<file path="src/rtl/cbd_sampler_if.sv">
// Stream bundle around the CBD sampler: PRF words in, coefficient beats out.
// A transfer happens on a rising clk edge where valid && ready; the source holds its data and valid
// stable until that edge, and ready may depend combinationally on the other stream.
interface cbd_sampler_if #(
  parameter int IN_W   = 32,
  parameter int LANES  = 1,
  parameter int COEF_W = 16
) ();
  logic [IN_W-1:0]         in_data;
  logic                    in_valid;
  logic                    in_ready;
  logic [LANES*COEF_W-1:0] out_coef;
  logic                    out_valid;
  logic                    out_ready;
  logic                    out_last;

  modport slave (
    input  in_data, in_valid, out_ready,
    output in_ready, out_coef, out_valid, out_last
  );

  modport master (
    output in_data, in_valid, out_ready,
    input  in_ready, out_coef, out_valid, out_last
  );
endinterface

</file>
<file path="src/rtl/cbd_sampler.sv">
// Centered-binomial sampler: buffers PRF bits and emits LANES CBD_eta coefficients per beat.
// The bit buffer lets a word be appended while a beat is consumed in the same cycle.
module cbd_sampler #(
  parameter int ETA    = 2,
  parameter int IN_W   = 32,
  parameter int LANES  = 1,
  parameter int N      = 256,
  parameter int COEF_W = 16,
  parameter int MODQ   = 0,
  parameter int Q      = 3329
) (
  input  logic        clk,
  input  logic        reset,
  input  logic        start_i,
  cbd_sampler_if.slave s,
  output logic        busy_o,
  output logic        done_o,
  output logic [1:0]  state_o
);
  localparam int BEAT_BITS = 2 * ETA * LANES;
  localparam int BUF_W     = IN_W + BEAT_BITS;
  localparam int WORDS     = N * 2 * ETA / IN_W;
  localparam int BEATS     = N / LANES;
  localparam int FILL_W    = $clog2(BUF_W + 1);
  localparam int WCNT_W    = $clog2(WORDS + 1);
  localparam int BCNT_W    = $clog2(BEATS + 1);

  typedef enum logic [1:0] {IDLE = 2'd0, RUN = 2'd1, FLUSH = 2'd2} state_t;

  state_t                  state_q;
  logic [BUF_W-1:0]        buf_q, buf_d;
  logic [FILL_W-1:0]       fill_q, fill_d, fill_after;
  logic [WCNT_W-1:0]       wcnt_q;
  logic [BCNT_W-1:0]       bcnt_q;
  logic [LANES*COEF_W-1:0] coef_q, coef_d;
  logic                    out_valid_q, out_last_q, busy_q, done_q;
  logic                    fire_beat, in_ready, accept;

  // A beat leaves the buffer only when the output register is free or being drained this cycle.
  assign fire_beat  = (state_q != IDLE) && (fill_q >= FILL_W'(BEAT_BITS)) &&
                      (!out_valid_q || s.out_ready);
  assign fill_after = fire_beat ? fill_q - FILL_W'(BEAT_BITS) : fill_q;
  // fill_after + IN_W <= BUF_W reduces to fill_after <= BEAT_BITS.
  assign in_ready   = (state_q == RUN) && (fill_after <= FILL_W'(BEAT_BITS));
  assign accept     = in_ready && s.in_valid;

  always_comb begin
    buf_d  = fire_beat ? (buf_q >> BEAT_BITS) : buf_q;
    fill_d = fill_after;
    if (accept) begin
      buf_d  = buf_d | (BUF_W'(s.in_data) << fill_after);
      fill_d = fill_after + FILL_W'(IN_W);
    end
  end

  always_comb begin
    coef_d = '0;
    for (int j = 0; j < LANES; j++) begin
      int c;
      c = 0;
      for (int k = 0; k < ETA; k++) begin
        c = c + int'(buf_q[2*ETA*j + k]) - int'(buf_q[2*ETA*j + ETA + k]);
      end
      if (MODQ != 0 && c < 0) c = c + Q;
      coef_d[j*COEF_W +: COEF_W] = COEF_W'(c);
    end
  end

  always_ff @(posedge clk or posedge reset) begin
    if (reset) begin
      state_q     <= IDLE;
      buf_q       <= '0;
      fill_q      <= '0;
      wcnt_q      <= '0;
      bcnt_q      <= '0;
      coef_q      <= '0;
      out_valid_q <= 1'b0;
      out_last_q  <= 1'b0;
      busy_q      <= 1'b0;
      done_q      <= 1'b0;
    end else begin
      done_q <= 1'b0;
      case (state_q)
        IDLE: begin
          if (start_i) begin
            state_q <= RUN;
            busy_q  <= 1'b1;
            buf_q   <= '0;
            fill_q  <= '0;
            wcnt_q  <= '0;
            bcnt_q  <= '0;
          end
        end
        RUN: begin
          buf_q  <= buf_d;
          fill_q <= fill_d;
          if (accept) begin
            wcnt_q <= wcnt_q + 1'b1;
            if (wcnt_q == WCNT_W'(WORDS - 1)) state_q <= FLUSH;
          end
        end
        FLUSH: begin
          buf_q  <= buf_d;
          fill_q <= fill_d;
          if (out_valid_q && s.out_ready && out_last_q) begin
            state_q <= IDLE;
            busy_q  <= 1'b0;
            done_q  <= 1'b1;
          end
        end
        default: state_q <= IDLE;
      endcase

      if (fire_beat) begin
        coef_q      <= coef_d;
        out_valid_q <= 1'b1;
        out_last_q  <= (bcnt_q == BCNT_W'(BEATS - 1));
        bcnt_q      <= bcnt_q + 1'b1;
      end else if (s.out_ready) begin
        out_valid_q <= 1'b0;
        out_last_q  <= 1'b0;
      end
    end
  end

  assign s.in_ready  = in_ready;
  assign s.out_coef  = coef_q;
  assign s.out_valid = out_valid_q;
  assign s.out_last  = out_last_q;
  assign busy_o      = busy_q;
  assign done_o      = done_q;
  assign state_o     = state_q;
endmodule

</file>
<file path="src/flat_wrapper.sv">
// flat-port wrapper written by rule: the top's interface ports become plain ports
module cbd_sampler_flat 
#(
  parameter int ETA    = 2,
  parameter int IN_W   = 32,
  parameter int LANES  = 1,
  parameter int N      = 256,
  parameter int COEF_W = 16,
  parameter int MODQ   = 0,
  parameter int Q      = 3329
)
  (clk, reset, start_i, busy_o, done_o, state_o, s_in_data, s_in_valid, s_out_ready, s_in_ready, s_out_coef, s_out_valid, s_out_last);
  cbd_sampler_if #(.IN_W(IN_W), .LANES(LANES), .COEF_W(COEF_W)) s_i ();
  input  logic clk;
  input  logic reset;
  input  logic start_i;
  output logic busy_o;
  output logic done_o;
  output logic [1:0] state_o;
  input wire logic [$bits(s_i.in_data)-1:0] s_in_data;
  input wire logic [$bits(s_i.in_valid)-1:0] s_in_valid;
  input wire logic [$bits(s_i.out_ready)-1:0] s_out_ready;
  output wire logic [$bits(s_i.in_ready)-1:0] s_in_ready;
  output wire logic [$bits(s_i.out_coef)-1:0] s_out_coef;
  output wire logic [$bits(s_i.out_valid)-1:0] s_out_valid;
  output wire logic [$bits(s_i.out_last)-1:0] s_out_last;
  assign s_i.in_data = s_in_data;
  assign s_i.in_valid = s_in_valid;
  assign s_i.out_ready = s_out_ready;
  assign s_in_ready = s_i.in_ready;
  assign s_out_coef = s_i.out_coef;
  assign s_out_valid = s_i.out_valid;
  assign s_out_last = s_i.out_last;
  cbd_sampler #(.ETA(ETA), .IN_W(IN_W), .LANES(LANES), .N(N), .COEF_W(COEF_W), .MODQ(MODQ), .Q(Q)) u_core (.clk(clk), .reset(reset), .start_i(start_i), .s(s_i), .busy_o(busy_o), .done_o(done_o), .state_o(state_o));
endmodule
</file>
<file path="config.mk">
export PLATFORM = sky130hd
export DESIGN_NAME = cbd_sampler_flat
export DESIGN_NICKNAME = d
export VERILOG_FILES = /design/src/rtl/cbd_sampler_if.sv /design/src/rtl/cbd_sampler.sv /design/src/flat_wrapper.sv
export SDC_FILE = /design/constraint.sdc
export NUM_CORES = 1
export LEC_CHECK = 0
export BUFFER_PORTS_ARGS = -buffer_cell sky130_fd_sc_hd__buf_2
export CORE_MARGIN = 2
export CORE_UTILIZATION = 53
export CTS_CLUSTER_DIAMETER = 40
export CTS_CLUSTER_SIZE = 25
export DETAILED_ROUTE_END_ITERATION = 12
export GPL_TIMING_DRIVEN = 1
export PLACE_DENSITY = 0.82
export SYNTH_ARGS = -nofsm -noshare
export SYNTH_HDL_FRONTEND = slang
export SYNTH_SLANG_ARGS = --single-unit
export TNS_END_PERCENT = 100
</file>
<file path="constraint.sdc">
create_clock -name clk -period 2.45 [get_ports clk]
set_input_delay 0.245 -clock clk [delete_from_list [all_inputs] [get_ports clk]]
set_output_delay 0.245 -clock clk [all_outputs]
set_load 0.02 [all_outputs]
</file>
Word-level counts from Yosys, hierarchy flattened:

Cells that the tools add are included.

* magnitude comparators: 2
* reductions and logical operators: 22
* bitwise logic cells: 1
* muxes and demuxes: 26
* add/sub/neg operators: 7
* shift operators: 1
* eq/ne operators: 8

Operator list (number)
* 2-to-1 mux 36 bit: 3
* one-hot mux 36 bit (2 select lines): 1
* bitwise OR 36 bit: 1
* << shifter 32 x 6 -> 36 bit: 1
* 2-to-1 mux 9 bit: 3
* 2-to-1 mux 6 bit: 4
* one-hot mux 6 bit (2 select lines): 2
* adder 16 x 2 -> 16 bit: 1
* subtractor 16 x 2 -> 16 bit: 1
* nonzero test 2 bit: 7
* adder 9 x 1 -> 9 bit (second input constant): 1
* == test 9 x 8 -> 1 bit (second input constant): 1
* 2-to-1 mux 2 bit: 4
* 2-to-1 mux 1 bit: 7
* adder 6 x 1 -> 6 bit (second input constant): 1
* adder 6 bit (second input constant): 1
* == test 6 x 5 -> 1 bit (second input constant): 1
* greater-or-equal comparator 6 x 3 -> 1 bit (second input constant): 1
* <= comparator 6 x 3 -> 1 bit (second input constant): 1
* logical AND 1 bit: 6
* one-hot mux 2 bit (3 select lines): 1
* AND reduction 3 bit: 2
* subtractor 6 x 3 -> 6 bit (second input constant): 1
* != test 2 x 1 -> 1 bit (second input constant): 2
* other kinds (11): 13

* output and inout port bits: 23
* input port bits: 37
* register bits: 79
* logic and storage cells: 77

Depth between registers and ports, before layout:

Gate-level depths: netlist of the first run.

* depth after elaboration: 9
* depth in mapped cells: 12
* depth with buffers taken out: 8

Worst setup path before layout of the first run:

No wires, ideal clock.

* path kind: flip-flop to flip-flop
* start point: register u_core.fill_q[3]
* end point: register u_core.buf_q[9]
* period minus slack after synthesis: 2595 ps
* setup time: 129 ps
* arrival: 2466 ps
* cell stages (with the launch flop): 13
* path buffers: 4
* slack: -145 ps
* required time: 2321 ps
* cells stage by stage: dfrtp_1 > buf_2 > inv_1 > ha_1 > buf_2 > or4b_1 > buf_6 > a31oi_4 > a21o_2 > buf_6 > nor2_1 > a221oi_1 > o21ai_1

* word-level cells in the longest chain between the ends: 9
* elaborated cells between the ends (all ways): 13
* those cells by class: 1 x add/sub; 2 x order compare; 1 x shift; 4 x mux; 1 x bitwise; 4 x reduce/logical

Ends and longest elaborated chain
* start, declared: RTL line cbd_sampler.sv:32 `logic [FILL_W-1:0] fill_q, fill_d, fill_after;`
* start signal, assigned: RTL line cbd_sampler.sv:96 `fill_q <= fill_d;`
* start signal, assigned: RTL line cbd_sampler.sv:104 `fill_q <= fill_d;`
* parallel branches: the longest is 7 deep, another holds greater-or-equal comparator 6 x 3 -> 1 bit
* 2-to-1 mux 36 bit *: RTL line cbd_sampler.sv:50 `if (accept) begin`
* one-hot mux 36 bit (2 select lines) *: RTL line cbd_sampler.sv:83 `case (state_q)`
* end signal, assigned: RTL line cbd_sampler.sv:95 `buf_q <= buf_d;`
* end signal, assigned: RTL line cbd_sampler.sv:103 `buf_q <= buf_d;`
* end, declared: RTL line cbd_sampler.sv:31 `logic [BUF_W-1:0] buf_q, buf_d;`

Mark *: on every way between the ends.
A chain may end at the register's enable or synchronous reset.

Worst setup path in the final report of the first run:

* start point: register u_core.fill_q[2]
* end point: output s_in_ready

* word-level cells in the longest chain between the ends: 6
* elaborated cells between the ends (all ways): 7
* those cells by class: 1 x add/sub; 2 x order compare; 1 x mux; 3 x reduce/logical

Ends and longest elaborated chain
* greater-or-equal comparator 6 x 3 -> 1 bit: RTL line cbd_sampler.sv:40 `assign fire_beat = (state_q != IDLE) && (fill_q >= FILL_W'(BEAT_BITS)) &&`
* logical AND 1 bit (2 in series): RTL line cbd_sampler.sv:40
* 2-to-1 mux 6 bit *: RTL line cbd_sampler.sv:42 `assign fill_after = fire_beat ? fill_q - FILL_W'(BEAT_BITS) : fill_q;`
* <= comparator 6 x 3 -> 1 bit *: RTL line cbd_sampler.sv:44 `assign in_ready = (state_q == RUN) && (fill_after <= FILL_W'(BEAT_BITS));`
* logical AND 1 bit *: RTL line cbd_sampler.sv:44
* end, declared: RTL line flat_wrapper.sv:23 `output wire logic [$bits(s_i.in_ready)-1:0] s_in_ready;`

Every way passes the cells marked *; elsewhere a longest branch is shown, timed or not.

==> out/qor.json, run 1 <==
{
  "cp_cell_sequence": {"value": "buf_6, or3_4, nor4_4, xnor2_2, and3_4, buf_6"},
  "floorplan.die.width": {"value": 94.2, "unit": "µm"},
  "numPortBuffers": {"value": 59},
  "post-synth-top-area-fraction": {"value": 37.1, "unit": "%"},
  "clockRootBuffer": {"value": "sky130_fd_sc_hd__clkbuf_8"},
  "ff_latch_area": {"value": 1600, "unit": "µm²"},
  "critPathMostFrequentCell": {"value": "sky130_fd_sc_hd__buf_6"},
  "globalRouteTotalUtil": {"value": 28.5, "unit": "%"},
  "clock_sink_count": {"value": 64},
  "placed_area": {"value": 4910, "unit": "µm²"},
  "worst_pin_slew": {"value": 0.697, "unit": "ns"},
  "clock_path_buffers": {"value": 2},
  "gp_congestion": {"value": 0.951},
  "combPwrFrac": {"value": 68.9, "unit": "%"},
  "worstSetupStartpointType": {"value": "flip-flop"},
  "layout_setup_ws": {"value": -0.0353, "unit": "ns"},
  "fin_skew": {"value": 0.00508, "unit": "ns"},
  "final-max-slew-violation-count": {"value": 0},
  "max_freq": {"value": 402, "unit": "MHz"},
  "floorplan.initialDensity": {"value": 55.2, "unit": "%"},
  "antenna_found_initial": {"value": 0},
  "route.detailed.wl_per_inst": {"value": 19.2, "unit": "µm"},
  "gr-total-overflow": {"value": 0},
  "fp.dieH": {"value": 94.2, "unit": "µm"},
  "ant_nets": {"value": 0},
  "netSwitchingFraction": {"value": 47.7, "unit": "%"},
  "cts-buffers-inserted": {"value": 9},
  "fin_cells": {"value": 659},
  "final_design_area_no_fill": {"value": 5280, "unit": "µm²"},
  "final.period_utilization": {"value": 101, "unit": "%"},
  "synthesis.instances": {"value": 468},
  "crit_path_max_incr_delay": {"value": 0.46, "unit": "ns"},
  "syn_to_final_growth": {"value": 22.4, "unit": "%"},
  "setup_viol": {"value": 1},
  "power.internal": {"value": 4.09, "unit": "mW"},
  "pin_count": {"value": 60},
  "crit_start": {"value": "u_core.fill_q[2]$_DFFE_PP0P_"},
  "powerDensity": {"value": 1480, "unit": "nW/µm²"},
  "seq_power_share": {"value": 21.2, "unit": "%"},
  "max_cap_viol_count": {"value": 0},
  "dp_cells": {"value": 634},
  "vias_per_cell": {"value": 6.52},
  "core": {"value": 7810, "unit": "µm²"},
  "synth_enable_flop_cells": {"value": 0},
  "detailedRoute.firstIterationViolations": {"value": 403},
  "min-delay-path-class": {"value": "in -> async"},
  "cp_data_required_time": {"value": 2.20, "unit": "ns"},
  "violated_checks": {"value": "setup timing"},
  "design.die.area": {"value": 8870, "unit": "µm²"},
  "route.vias.total": {"value": 4296},
  "synth_seq_cells": {"value": 64},
  "drt_pass_1_iters": {"value": 5},
  "final_core_utilization": {"value": 67.6, "unit": "%"},
  "synth_commonest_cells": {"value": "sky130_fd_sc_hd__dfrtp_1, sky130_fd_sc_hd__nand2_1, sky130_fd_sc_hd__o21ai_0"},
  "ys.warnings.count": {"value": 0},
  "yosysUniqueCellTypes": {"value": 72},
  "n_antenna_cell": {"value": 0},
  "detail_route.wirelength": {"value": 12600, "unit": "µm"},
  "post_synth_main_area_contributors": {"value": "sky130_fd_sc_hd__dfrtp_1, sky130_fd_sc_hd__nand2_1, sky130_fd_sc_hd__o21ai_0"},
  "clock_power_share": {"value": 9.9, "unit": "%"},
  "outcome": {"value": "finished with violations"},
  "synth.largest_area_cell": {"value": "sky130_fd_sc_hd__dfrtp_1"},
  "regToRegStartpoint": {"value": "u_core.fill_q[2]$_DFFE_PP0P_"},
  "clkTransAtPathRegs": {"value": 0.07, "unit": "ns"},
  "synth.avg_cell_area": {"value": 9.21, "unit": "µm²"},
  "fin_crit": {"value": 2.49, "unit": "ns"},
  "design_power_total": {"value": 7.82, "unit": "mW"},
  "worst-endpoint-arrival": {"value": 2.24, "unit": "ns"},
  "synth_area": {"value": 4310, "unit": "µm²"},
  "htree_levels": {"value": 3},
  "async_reset_ff_share": {"value": 100, "unit": "%"},
  "rsz0062_at_grt": {"value": "true"},
  "synth_sequential_area_ratio": {"value": 37.1, "unit": "%"},
  "grt_first_pass_wirelength": {"value": 19800, "unit": "µm"},
  "critical_path.top_delay_family": {"value": "simple AND/OR/NAND/NOR gates"},
  "critical_path_peak_fanout": {"value": 5},
  "placement_rows": {"value": 32},
  "synthMostInstantiatedCell": {"value": "sky130_fd_sc_hd__dfrtp_1"},
  "peak_ir_drop_on_the_vdd_network": {"value": 0.000751, "unit": "V"},
  "grt_max_degree": {"value": 34},
  "master_of_the_slowest_instance_on_the_critical_path": {"value": "sky130_fd_sc_hd__dfrtp_2"},
  "grt_pass1_vias": {"value": 4110},
  "total_nets_after_synthesis": {"value": 518},
  "criticalPathCategory": {"value": "reg -> out"},
  "final_layout_size_suffix_gt1_share": {"value": 32.3, "unit": "%"},
  "synth_top_flop_cell": {"value": "sky130_fd_sc_hd__dfrtp_1"},
  "buffers_inverters_on_critical_path": {"value": 2},
  "cts_tree": {"value": "done"},
  "leakage": {"value": 2.43, "unit": "nW"},
  "switchingPower": {"value": 3.73, "unit": "mW"},
  "area_of_the_multi_input_gates": {"value": 2520, "unit": "µm²"},
  "final_layout_net_count": {"value": 604},
  "number_of_filler_instances_in_the_final_layout": {"value": 580},
  "dpl.hpwl": {"value": 8960, "unit": "µm"},
  "clock_insertion_delay_worst_skew": {"value": 0.35, "unit": "ns"},
  "drc": {"value": 0},
  "endpoint_kind": {"value": "primary output"},
  "hold_violations": {"value": 0},
  "slew-limit-headroom": {"value": 53.5, "unit": "%"}
}
-- layout by cell type, fill, tap and decap left out, types with 3 or more instances in the layout --
cell	netlist	final
sky130_fd_sc_hd__dfrtp_1	64	63
sky130_fd_sc_hd__buf_2	13	58
sky130_fd_sc_hd__nand2_1	54	54
sky130_fd_sc_hd__buf_4	14	53
sky130_fd_sc_hd__o21ai_0	37	37
sky130_fd_sc_hd__a21oi_1	18	18
sky130_fd_sc_hd__a221o_1	18	18
sky130_fd_sc_hd__nand3_1	17	17
sky130_fd_sc_hd__nor2_1	18	15
sky130_fd_sc_hd__inv_1	17	13
sky130_fd_sc_hd__mux2i_1	14	13
sky130_fd_sc_hd__a22oi_1	13	13
sky130_fd_sc_hd__a31oi_1	11	11
sky130_fd_sc_hd__clkbuf_8	0	10
sky130_fd_sc_hd__ha_1	12	9
sky130_fd_sc_hd__a22o_1	7	7
sky130_fd_sc_hd__a221oi_1	8	7
sky130_fd_sc_hd__or3_1	7	6
sky130_fd_sc_hd__and2_1	5	5
sky130_fd_sc_hd__and3_1	6	5
sky130_fd_sc_hd__a21o_1	6	5
sky130_fd_sc_hd__nand2b_1	4	4
sky130_fd_sc_hd__nor2b_1	5	4
sky130_fd_sc_hd__nand4_1	4	4
sky130_fd_sc_hd__a2111oi_0	4	4
sky130_fd_sc_hd__o22ai_1	4	4
sky130_fd_sc_hd__nor2_2	2	4
sky130_fd_sc_hd__buf_6	4	4
sky130_fd_sc_hd__o211ai_1	3	3
sky130_fd_sc_hd__mux2_2	4	3
sky130_fd_sc_hd__o21a_1	3	3
sky130_fd_sc_hd__nor3_1	4	3
sky130_fd_sc_hd__clkinv_2	0	3
sky130_fd_sc_hd__buf_12	0	3
-- state kept, by name (all words and copies together), names as in the netlist, 2 cells and up --
name               count
u_core.fill_q          4
u_core.buf_q          36
u_core.bcnt_q          9
u_core.wcnt_q          6
u_core.state_o         2
u_core.s.out_coef      3
-- per-layer routing --
metal | track usage (%) | vias up | routed length, µm | share of wire, %
met5 | 0 | - | 0 | 0
met4 | 12.3 | 0 | 463 | 3.7
met3 | 5.06 | 55 | 1040 | 8.2
met2 | 45.3 | 259 | 5970 | 47
met1 | 38.0 | 2041 | 5170 | 41
li1 | - | 1941 | - | -
-- final timing paths --
check,to,slack (ns),depth (start not counted)
setup / recovery,s_in_ready,-0.04,6
hold / removal,u_core.s.out_coef[15]$_DFFE_PP0P_,0.001,2
setup reg to reg,u_core.buf_q[14]$_DFFE_PP0P_,0.01,9
hold reg to reg,u_core.s.out_coef[1]$_DFFE_PP0P_,0.49,2
max in group asynchronous,u_core.fill_q[2]$_DFFE_PP0P_,1.82,3
min in group clk,u_core.buf_q[0]$_DFFE_PP0P_,0.15,2
-- cells by family (layout without fill, tap and decap cells) --
logic type      count (synthesis)  in the layout  synth area share, %
compound gates                167            167                 28.7
xor+xnor                        3              3                0.784
fa+ha+maj                      13             13                 3.95
buf+inv                        62            150                 7.69
flops                          64             64                 37.1
mux                            18             18                 4.29
simple gates                  141            142                 17.4
-- metrics by stage --
| step | setup TNS (ns) | hold slack [ns] | setup WS, ns |
|---|---|---|---|
| floorplan | 0 | 0.361 | 0.00130 |
| global placement | 0 | 0.380 | 0.0449 |
| detailed placement | -0.189 | 0.392 | -0.0641 |
| CTS | 0 | 0.0180 | 0.00417 |
| global route | -0.635 | 0.0562 | -0.0866 |
| finish | -0.0353 | 0.00103 | -0.0353 |
-- power by group through the flow --
stage                     Combinational (mW)  Sequential, mW  Clock (mW)
after floorplan                         3.36            1.62           0
after global placement                  4.61            1.63           0
after detailed placement                4.76            1.65           0
after CTS                               4.86            1.64       0.792
after global routing                    5.74            1.69       0.844
final                                   5.39            1.66       0.774
-- final cells by class --
| type | instances | area share (%) |
|---|---|---|
| Clock inverter | 4 | 0.427 |
| Tap cell | 102 | 2.42 |
| Timing Repair Buffer | 118 | 15.0 |
| Inverter | 18 | 1.38 |
| Clock buffer | 10 | 2.61 |
| Sequential cell | 64 | 30.4 |
| Multi-Input combinational cell | 343 | 47.8 |
-- repair_timing --
action                                  in CTS  in global routing
buffers inserted                             2                  8
hold buffers                                 0                  0
hold endpoints to repair                     0                  0
endpoints found under the setup margin       9                 29
gates cloned                                 0                  1
pin swaps                                    1                 15
gates resized for setup                      3                 23
No activity file was read; power rests on OpenSTA's default activity.
==> run 2: changes to the inputs <==
CORE_ASPECT_RATIO = 0.6   (was default)
==> run 2 against run 1 <==
  * The flow still finishes with violations (setup timing)
  * Global-route usage rose by 3.4 points
  * Count of clock-buffer cells in the layout increased by 1
  * Core utilization up 7.4 points
  * Worst hold slack improved by 0.15 ns
  * First-iteration DRC count grew 30%
  * Die area grew 0.27%
  * Setup slack worse by 0.13 ns
  * Design area up 12%
  * Final cell count is 3.8% higher
  * Clock skew is 0.00058 ns lower
  * Highest routed layer unchanged
==> out/qor.json, run 2 (synthesis results as in run 1) <==
{
  "powerDensity": {"value": 1630, "unit": "nW/µm²", "change": "was 1480 nW/µm²"},
  "route.detailed.wl_per_inst": {"value": 21.6, "unit": "µm", "change": "was 19.2 µm"},
  "cts_tree": {"value": "done", "change": "unchanged"},
  "final_core_utilization": {"value": 74.9, "unit": "%", "change": "was 67.6%"},
  "detail_route.wirelength": {"value": 14700, "unit": "µm", "change": "was 12600 µm"},
  "pin_count": {"value": 60, "change": "unchanged"},
  "cp_data_required_time": {"value": 2.67, "unit": "ns", "change": "was 2.20 ns"},
  "htree_levels": {"value": 3, "change": "unchanged"},
  "clock_insertion_delay_worst_skew": {"value": 0.34, "unit": "ns", "change": "was 0.35 ns"},
  "route.vias.total": {"value": 4530, "change": "was 4296"},
  "master_of_the_slowest_instance_on_the_critical_path": {"value": "sky130_fd_sc_hd__a2111oi_0", "change": "was sky130_fd_sc_hd__dfrtp_2"},
  "holdBufCountCts": {"value": 0, "change": "unchanged"},
  "ant_nets": {"value": 0, "change": "unchanged"},
  "n_antenna_cell": {"value": 0, "change": "unchanged"},
  "design.die.area": {"value": 8900, "unit": "µm²", "change": "was 8870 µm²"},
  "antenna_found_initial": {"value": 0, "change": "unchanged"},
  "violated_checks": {"value": "setup timing", "change": "unchanged"},
  "floorplan.initialDensity": {"value": 54.7, "unit": "%", "change": "was 55.2%"},
  "worst-endpoint-arrival": {"value": 2.84, "unit": "ns", "change": "was 2.24 ns"},
  "seq_power_share": {"value": 17.4, "unit": "%", "change": "was 21.2%"},
  "criticalPathCategory": {"value": "reg -> reg", "change": "was reg -> out"},
  "critical_path.top_delay_family": {"value": "compound AO/OA/AOI/OAI gates", "change": "was simple AND/OR/NAND/NOR gates"},
  "core": {"value": 7880, "unit": "µm²", "change": "was 7810 µm²"},
  "largestRegisters": {"value": "u_core.buf_q (36), u_core.bcnt_q (9), u_core.wcnt_q (6)", "change": "unchanged"},
  "power.internal": {"value": 5.17, "unit": "mW", "change": "was 4.09 mW"},
  "final_layout_size_suffix_gt1_share": {"value": 39.2, "unit": "%", "change": "was 32.3%"},
  "buffers_inverters_on_critical_path": {"value": 4, "change": "was 2"},
  "netSwitchingFraction": {"value": 46.1, "unit": "%", "change": "was 47.7%"},
  "numPortBuffers": {"value": 59, "change": "unchanged"},
  "critical_path_peak_fanout": {"value": 8, "change": "was 5"},
  "fin_skew": {"value": 0.00450, "unit": "ns", "change": "was 0.00508 ns"},
  "clock_path_buffers": {"value": 2, "change": "unchanged"},
  "worstSetupStartpointType": {"value": "flip-flop", "change": "unchanged"},
  "crit_path_max_incr_delay": {"value": 0.75, "unit": "ns", "change": "was 0.46 ns"},
  "grt-busiest-layer": {"value": "met2", "change": "unchanged"},
  "switchingPower": {"value": 4.43, "unit": "mW", "change": "was 3.73 mW"},
  "peak_ir_drop_on_the_vdd_network": {"value": 0.000759, "unit": "V", "change": "was 0.000751 V"},
  "syn_to_final_growth": {"value": 37.0, "unit": "%", "change": "was 22.4%"},
  "fp.dieH": {"value": 73.9, "unit": "µm", "change": "was 94.2 µm"},
  "final-max-slew-violation-count": {"value": 0, "change": "unchanged"},
  "leakage": {"value": 2.66, "unit": "nW", "change": "was 2.43 nW"},
  "detailedRoute.firstIterationViolations": {"value": 524, "change": "was 403"},
  "hold_violations": {"value": 0, "change": "unchanged"},
  "endpoint_kind": {"value": "flip-flop", "change": "was primary output"},
  "clockRootBuffer": {"value": "sky130_fd_sc_hd__clkbuf_16", "change": "was sky130_fd_sc_hd__clkbuf_8"},
  "grt_pass1_vias": {"value": 4136, "change": "was 4110"},
  "cp_cell_sequence": {"value": "inv_1, ha_2, clkinv_1, buf_4, nand3_2, a2111oi_0, a311oi_2, buf_4, o2bb2ai_4, a211oi_2", "change": "was buf_6, or3_4, nor4_4, xnor2_2, and3_4, buf_6"},
  "drt_pass_1_iters": {"value": 5, "change": "unchanged"},
  "critPathMostFrequentCell": {"value": "sky130_fd_sc_hd__buf_4", "change": "was sky130_fd_sc_hd__buf_6"},
  "drc": {"value": 0, "change": "unchanged"},
  "groute.layer.met3.usage": {"value": 8.23, "unit": "%", "change": "was 5.06%"},
  "vias_per_cell": {"value": 6.62, "change": "was 6.52"},
  "final_design_area_no_fill": {"value": 5910, "unit": "µm²", "change": "was 5280 µm²"},
  "setup-tns-final": {"value": -1.18, "unit": "ns", "change": "was -0.0353 ns"},
  "final.period_utilization": {"value": 107, "unit": "%", "change": "was 101%"},
  "combPwrFrac": {"value": 69.0, "unit": "%", "change": "was 68.9%"},
  "max_cap_viol_count": {"value": 0, "change": "unchanged"},
  "gr-total-overflow": {"value": 0, "change": "unchanged"},
  "clock_power_share": {"value": 13.6, "unit": "%", "change": "was 9.9%"},
  "grt_first_pass_wirelength": {"value": 21600, "unit": "µm", "change": "was 19800 µm"},
  "placed_area": {"value": 5010, "unit": "µm²", "change": "was 4910 µm²"},
  "globalRouteTotalUtil": {"value": 31.9, "unit": "%", "change": "was 28.5%"},
  "most-common-layout-cells": {"value": "sky130_fd_sc_hd__dfrtp_1, sky130_fd_sc_hd__buf_2, sky130_fd_sc_hd__nand2_1", "change": "unchanged"},
  "largest_reg_flops": {"value": 36, "change": "unchanged"},
  "grt_max_degree": {"value": 65, "change": "was 34"},
  "outcome": {"value": "finished with violations", "change": "unchanged"},
  "worst_pin_slew": {"value": 0.828, "unit": "ns", "change": "was 0.697 ns"},
  "met1_usage": {"value": 44.3, "unit": "%", "change": "was 38.0%"},
  "max_freq": {"value": 382, "unit": "MHz", "change": "was 402 MHz"},
  "layout_setup_ws": {"value": -0.168, "unit": "ns", "change": "was -0.0353 ns"},
  "top_register": {"value": "u_core.buf_q", "change": "unchanged"},
  "rsz0062_at_grt": {"value": "true", "change": "unchanged"},
  "placement_rows": {"value": 25, "change": "was 32"},
  "dpl.hpwl": {"value": 9550, "unit": "µm", "change": "was 8960 µm"},
  "met2_usage": {"value": 48.9, "unit": "%", "change": "was 45.3%"},
  "setup_viol": {"value": 24, "change": "was 1"},
  "slew-limit-headroom": {"value": 44.8, "unit": "%", "change": "was 53.5%"},
  "dp_cells": {"value": 649, "change": "was 634"},
  "gp_congestion": {"value": 0.992, "change": "was 0.951"},
  "min-delay-path-class": {"value": "in -> async", "change": "unchanged"},
  "clock_sink_count": {"value": 64, "change": "unchanged"},
  "final_layout_net_count": {"value": 621, "change": "was 604"},
  "fin_cells": {"value": 684, "change": "was 659"},
  "clkTransAtPathRegs": {"value": 0.06, "unit": "ns", "change": "was 0.07 ns"},
  "floorplan.die.width": {"value": 120, "unit": "µm", "change": "was 94.2 µm"},
  "cts-buffers-inserted": {"value": 9, "change": "unchanged"},
  "fin_crit": {"value": 2.62, "unit": "ns", "change": "was 2.49 ns"},
  "layout_commonest_cell": {"value": "sky130_fd_sc_hd__dfrtp_1", "change": "unchanged"}
}
## run 2: changes by cell type in the layout (fill, tap and decap cells not counted), sizes merged
cell,change
clkbuf,+1
nand2,-1
buf,+18
bufinv,+1
## run 2: power groups by stage
stage,Combinational [mW],Sequential (mW),Clock (mW)
2_1_floorplan,3.36,1.62,0
3_3_place_gp,4.89,1.64,0
3_5_place_dp,5.02,1.66,0
4_1_cts,5.59,1.65,1.31
5_1_grt,6.96,1.71,1.35
6_report,6.62,1.67,1.30
## run 2: worst paths after layout
check	to	slack [ns]	depth (start not counted)	start
max	u_core.buf_q[35]$_DFFE_PP0P_	-0.17	10	u_core.state_o[0]$_DFFE_PP0P_
min	u_core.buf_q[26]$_DFFE_PP0P_	0.15	3	reset
max reg2reg	u_core.buf_q[35]$_DFFE_PP0P_	-0.17	10	u_core.state_o[0]$_DFFE_PP0P_
min reg2reg	u_core.s.out_coef[0]$_DFFE_PP0P_	0.48	2	u_core.s.out_coef[0]$_DFFE_PP0P_
max in group asynchronous	u_core.fill_q[2]$_DFFE_PP0P_	1.72	3	reset
min in group clk	u_core.buf_q[0]$_DFFE_PP0P_	0.15	2	s_in_data[0]
## run 2: what timing repair did
action | in CTS | in global routing
gates resized for setup | 35 | 63
endpoints found under the setup margin | 26 | 41
setup buffers | 13 | 6
gates cloned | 0 | 0
pin swaps | 20 | 28
## run 2: worst reg2reg max path, cell delays in order, from the launching register on
cell and delay, ns:
sky130_fd_sc_hd__dfrtp_1 0.34, sky130_fd_sc_hd__inv_1 0.08, sky130_fd_sc_hd__ha_2 0.26, sky130_fd_sc_hd__clkinv_1 0.11, sky130_fd_sc_hd__buf_4 0.20, sky130_fd_sc_hd__nand3_2 0.24, sky130_fd_sc_hd__a2111oi_0 0.75, sky130_fd_sc_hd__a311oi_2 0.08
sky130_fd_sc_hd__buf_4 0.20, sky130_fd_sc_hd__o2bb2ai_4 0.16, sky130_fd_sc_hd__a211oi_2 0.09
## run 2: routing by layer
layer	share of wire, %	up-vias
met5	0	-
met4	3.1	0
met3	10	55
met2	44	300
met1	42	2202
li1	-	1973
## run 2: area by class of cell
cell class                      count  area [µm²]
Clock buffer                       11         243
Clock inverter                      5        56.3
Fill cell                         523        1980
Inverter                           18        72.6
Multi-Input combinational cell    342        2760
Sequential cell                    64        1600
Tap cell                          108         135
Timing Repair Buffer              136        1040
## run 2: metrics by stage
stage               hold WS, ns  total power, mW  setup slack [ns]
detailed placement        0.473             6.68            -0.144
global route              0.152             10.0            -0.199
global placement          0.455             6.53           -0.0673
finish                    0.146             9.60            -0.168
CTS                       0.149             8.55           -0.0480
floorplan                 0.361             4.97           0.00130
==> run 3: changes to the inputs <==
MAX_ROUTING_LAYER = met4   (was default)
==> run 3 against run 2 <==
  * The run still ends with setup timing left
  * Die area unchanged
  * Core utilization fell by 1.6 points
  * Maximum frequency up 1.7%
  * Sequential share of layout area up 0.58 points
  * Final cell count rose by 0.29%
  * First-iteration DRC count is 23% higher
  * Sequential power hardly changed
  * Critical path type is now reg -> out
  * Highest routed layer unchanged
==> out/qor.json, run 3 (synthesis results as in run 1) <==
{
  "top_register": {"value": "u_core.buf_q", "change": "unchanged"},
  "floorplan.die.width": {"value": 120, "unit": "µm", "change": "unchanged"},
  "design.die.area": {"value": 8900, "unit": "µm²", "change": "unchanged"},
  "seq_power_share": {"value": 18.0, "unit": "%", "change": "was 17.4%"},
  "setup_viol": {"value": 28, "change": "was 24"},
  "power.internal": {"value": 5.03, "unit": "mW", "change": "was 5.17 mW"},
  "grt_max_degree": {"value": 65, "change": "unchanged"},
  "buffers_inverters_on_critical_path": {"value": 5, "change": "was 4"},
  "grt_pass1_vias": {"value": 4058, "change": "was 4136"},
  "combPwrFrac": {"value": 68.4, "unit": "%", "change": "was 69.0%"},
  "vias_per_cell": {"value": 6.69, "change": "was 6.62"},
  "gr-total-overflow": {"value": 0, "change": "unchanged"},
  "clock_path_buffers": {"value": 2, "change": "unchanged"},
  "max_cap_viol_count": {"value": 0, "change": "unchanged"},
  "drc": {"value": 0, "change": "unchanged"},
  "grt-busiest-layer": {"value": "met2", "change": "unchanged"},
  "powerDensity": {"value": 1620, "unit": "nW/µm²", "change": "was 1630 nW/µm²"},
  "pin_count": {"value": 60, "change": "unchanged"},
  "core": {"value": 7880, "unit": "µm²", "change": "unchanged"},
  "detailedRoute.firstIterationViolations": {"value": 643, "change": "was 524"},
  "globalRouteTotalUtil": {"value": 32.4, "unit": "%", "change": "was 31.9%"},
  "htree_levels": {"value": 3, "change": "unchanged"},
  "groute.layer.met3.usage": {"value": 10.2, "unit": "%", "change": "was 8.23%"},
  "rsz0062_at_grt": {"value": "true", "change": "unchanged"},
  "fp.dieH": {"value": 73.9, "unit": "µm", "change": "unchanged"},
  "floorplan.initialDensity": {"value": 54.7, "unit": "%", "change": "unchanged"},
  "dpl.hpwl": {"value": 9590, "unit": "µm", "change": "was 9550 µm"},
  "most-common-layout-cells": {"value": "sky130_fd_sc_hd__dfrtp_1, sky130_fd_sc_hd__buf_4, sky130_fd_sc_hd__buf_2", "change": "was sky130_fd_sc_hd__dfrtp_1, sky130_fd_sc_hd__buf_2, sky130_fd_sc_hd__nand2_1"},
  "final_layout_net_count": {"value": 622, "change": "was 621"},
  "fin_skew": {"value": 0.00885, "unit": "ns", "change": "was 0.00450 ns"},
  "outcome": {"value": "finished with violations", "change": "unchanged"},
  "critical_path_peak_fanout": {"value": 5, "change": "was 8"},
  "endpoint_kind": {"value": "primary output", "change": "was flip-flop"},
  "final.period_utilization": {"value": 105, "unit": "%", "change": "was 107%"},
  "placement_rows": {"value": 25, "change": "unchanged"},
  "peak_ir_drop_on_the_vdd_network": {"value": 0.000696, "unit": "V", "change": "was 0.000759 V"},
  "cts-buffers-inserted": {"value": 9, "change": "unchanged"},
  "hold_violations": {"value": 0, "change": "unchanged"},
  "cp_data_required_time": {"value": 2.20, "unit": "ns", "change": "was 2.67 ns"},
  "layout_commonest_cell": {"value": "sky130_fd_sc_hd__dfrtp_1", "change": "unchanged"},
  "number_of_filler_instances_in_the_final_layout": {"value": 524, "change": "was 523"},
  "clock_power_share": {"value": 13.6, "unit": "%", "change": "about the same"},
  "largest_reg_flops": {"value": 36, "change": "unchanged"},
  "layout_setup_ws": {"value": -0.125, "unit": "ns", "change": "was -0.168 ns"},
  "violated_checks": {"value": "setup timing", "change": "unchanged"},
  "detail_route.wirelength": {"value": 14700, "unit": "µm", "change": "about the same"},
  "master_of_the_slowest_instance_on_the_critical_path": {"value": "sky130_fd_sc_hd__dfrtp_2", "change": "was sky130_fd_sc_hd__a2111oi_0"},
  "max_freq": {"value": 388, "unit": "MHz", "change": "was 382 MHz"},
  "switchingPower": {"value": 4.31, "unit": "mW", "change": "was 4.43 mW"},
  "final-max-slew-violation-count": {"value": 0, "change": "unchanged"},
  "syn_to_final_growth": {"value": 34.2, "unit": "%", "change": "was 37.0%"},
  "worst-endpoint-arrival": {"value": 2.33, "unit": "ns", "change": "was 2.84 ns"},
  "route.detailed.wl_per_inst": {"value": 21.5, "unit": "µm", "change": "was 21.6 µm"},
  "cts_tree": {"value": "done", "change": "unchanged"},
  "ant_nets": {"value": 0, "change": "unchanged"},
  "numPortBuffers": {"value": 59, "change": "unchanged"},
  "met1_usage": {"value": 44.4, "unit": "%", "change": "was 44.3%"},
  "criticalPathCategory": {"value": "reg -> out", "change": "was reg -> reg"},
  "leakage": {"value": 2.66, "unit": "nW", "change": "about the same"},
  "critical_path.top_delay_family": {"value": "buffers and inverters", "change": "was compound AO/OA/AOI/OAI gates"},
  "final_layout_size_suffix_gt1_share": {"value": 36.9, "unit": "%", "change": "was 39.2%"},
  "netSwitchingFraction": {"value": 46.2, "unit": "%", "change": "was 46.1%"},
  "worst_pin_slew": {"value": 0.832, "unit": "ns", "change": "was 0.828 ns"},
  "clkTransAtPathRegs": {"value": 0.06, "unit": "ns", "change": "about the same"},
  "slew-limit-headroom": {"value": 44.5, "unit": "%", "change": "was 44.8%"},
  "design_power_total": {"value": 9.34, "unit": "mW", "change": "was 9.60 mW"},
  "clock_insertion_delay_worst_skew": {"value": 0.33, "unit": "ns", "change": "was 0.34 ns"},
  "finalHoldWorstSlack": {"value": 0.156, "unit": "ns", "change": "was 0.146 ns"},
  "largestRegisters": {"value": "u_core.buf_q (36), u_core.bcnt_q (9), u_core.wcnt_q (6)", "change": "unchanged"},
  "grt_first_pass_wirelength": {"value": 21300, "unit": "µm", "change": "was 21600 µm"},
  "antenna_found_initial": {"value": 1, "change": "was 0"},
  "met2_usage": {"value": 47.0, "unit": "%", "change": "was 48.9%"},
  "fin_crit": {"value": 2.57, "unit": "ns", "change": "was 2.62 ns"},
  "clockRootBuffer": {"value": "sky130_fd_sc_hd__clkbuf_16", "change": "unchanged"},
  "crit_path_max_incr_delay": {"value": 0.42, "unit": "ns", "change": "was 0.75 ns"},
  "min-delay-path-class": {"value": "in -> async", "change": "unchanged"},
  "final_core_utilization": {"value": 73.4, "unit": "%", "change": "was 74.9%"},
  "route.vias.total": {"value": 4586, "change": "was 4530"},
  "worstSetupStartpointType": {"value": "flip-flop", "change": "unchanged"},
  "gp_congestion": {"value": 0.987, "change": "was 0.992"},
  "drt_pass_1_iters": {"value": 6, "change": "was 5"},
  "clock_sink_count": {"value": 64, "change": "unchanged"},
  "cp_cell_sequence": {"value": "buf_6, inv_4, ha_4, nor4b_4, buf_4, nor4_4, xnor2_2, buf_4, and3_4, buf_6", "change": "was inv_1, ha_2, clkinv_1, buf_4, nand3_2, a2111oi_0, a311oi_2, buf_4, o2bb2ai_4, a211oi_2"}
}
## run 3: repair_timing
item / CTS / global route
cloned: 0 / 2
hold endpoints to repair: 0 / 0
pin swaps: 17 / 16
resized for setup: 26 / 37
endpoints found under the setup margin: 28 / 36
buffers inserted: 16 / 10
hold buffers: 0 / 0
## run 3: power by group through the flow
stage	Sequential [mW]	Clock, mW	Combinational [mW]
floorplan	1.62	0	3.36
global placement	1.64	0	4.85
detailed placement	1.66	0	4.96
CTS	1.65	1.28	5.55
global route	1.71	1.33	6.70
finish	1.68	1.27	6.39
## run 3: cell type report
class                           count  area, µm²  share of cell area, %
Inverter                           18       73.8                   1.28
Sequential cell                    64       1600                   27.7
Clock buffer                       10        229                   3.96
Timing Repair Buffer              137       1040                   17.9
Multi-Input combinational cell    342       2650                   45.7
Tap cell                          108        135                   2.34
Clock inverter                      6       58.8                   1.02
Antenna cell                        1       2.50                 0.0433
## run 3: worst paths after layout
| kind | to | from | slack [ns] | cells past startpoint |
|---|---|---|---|---|
| min in group clk | u_core.buf_q[0]$_DFFE_PP0P_ | s_in_data[0] | 0.19 | 2 |
| worst min-delay path | u_core.bcnt_q[4]$_DFFE_PP0P_ | reset | 0.16 | 3 |
| worst max register to register | u_core.buf_q[17]$_DFFE_PP0P_ | u_core.fill_q[2]$_DFFE_PP0P_ | -0.11 | 10 |
| max in group asynchronous | u_core.fill_q[2]$_DFFE_PP0P_ | reset | 1.71 | 3 |
| worst max-delay path | s_in_ready | u_core.fill_q[2]$_DFFE_PP0P_ | -0.12 | 10 |
| worst min register to register | u_core.s.out_coef[0]$_DFFE_PP0P_ | u_core.s.out_coef[0]$_DFFE_PP0P_ | 0.47 | 2 |
## run 3: through the flow
stage               setup slack (ns)  TNS, ns  std cells  instance area, µm²
floorplan                    0.00130        0        468                4360
global placement             -0.0692   -0.124        644                4980
detailed placement            -0.143   -0.968        644                4980
CTS                          -0.0758   -0.112        675                5510
global route                  -0.148    -2.49        686                5780
finish                        -0.125    -1.36        686                5780
## run 3: tightest hold or removal path, delay by kind of cell
kind	cells	cell delay, ns
buf+inv	3	0.77
## run 3: routing by layer
| layer | routed length, µm | vias to the layer above | part of all wire [%] |
|---|---|---|---|
| met5 | 0 | - | 0 |
| met3 | 1930 | 65 | 13 |
| li1 | - | 1983 | - |
| met2 | 6200 | 356 | 42 |
| met4 | 488 | 0 | 3.3 |
| met1 | 6110 | 2182 | 41 |
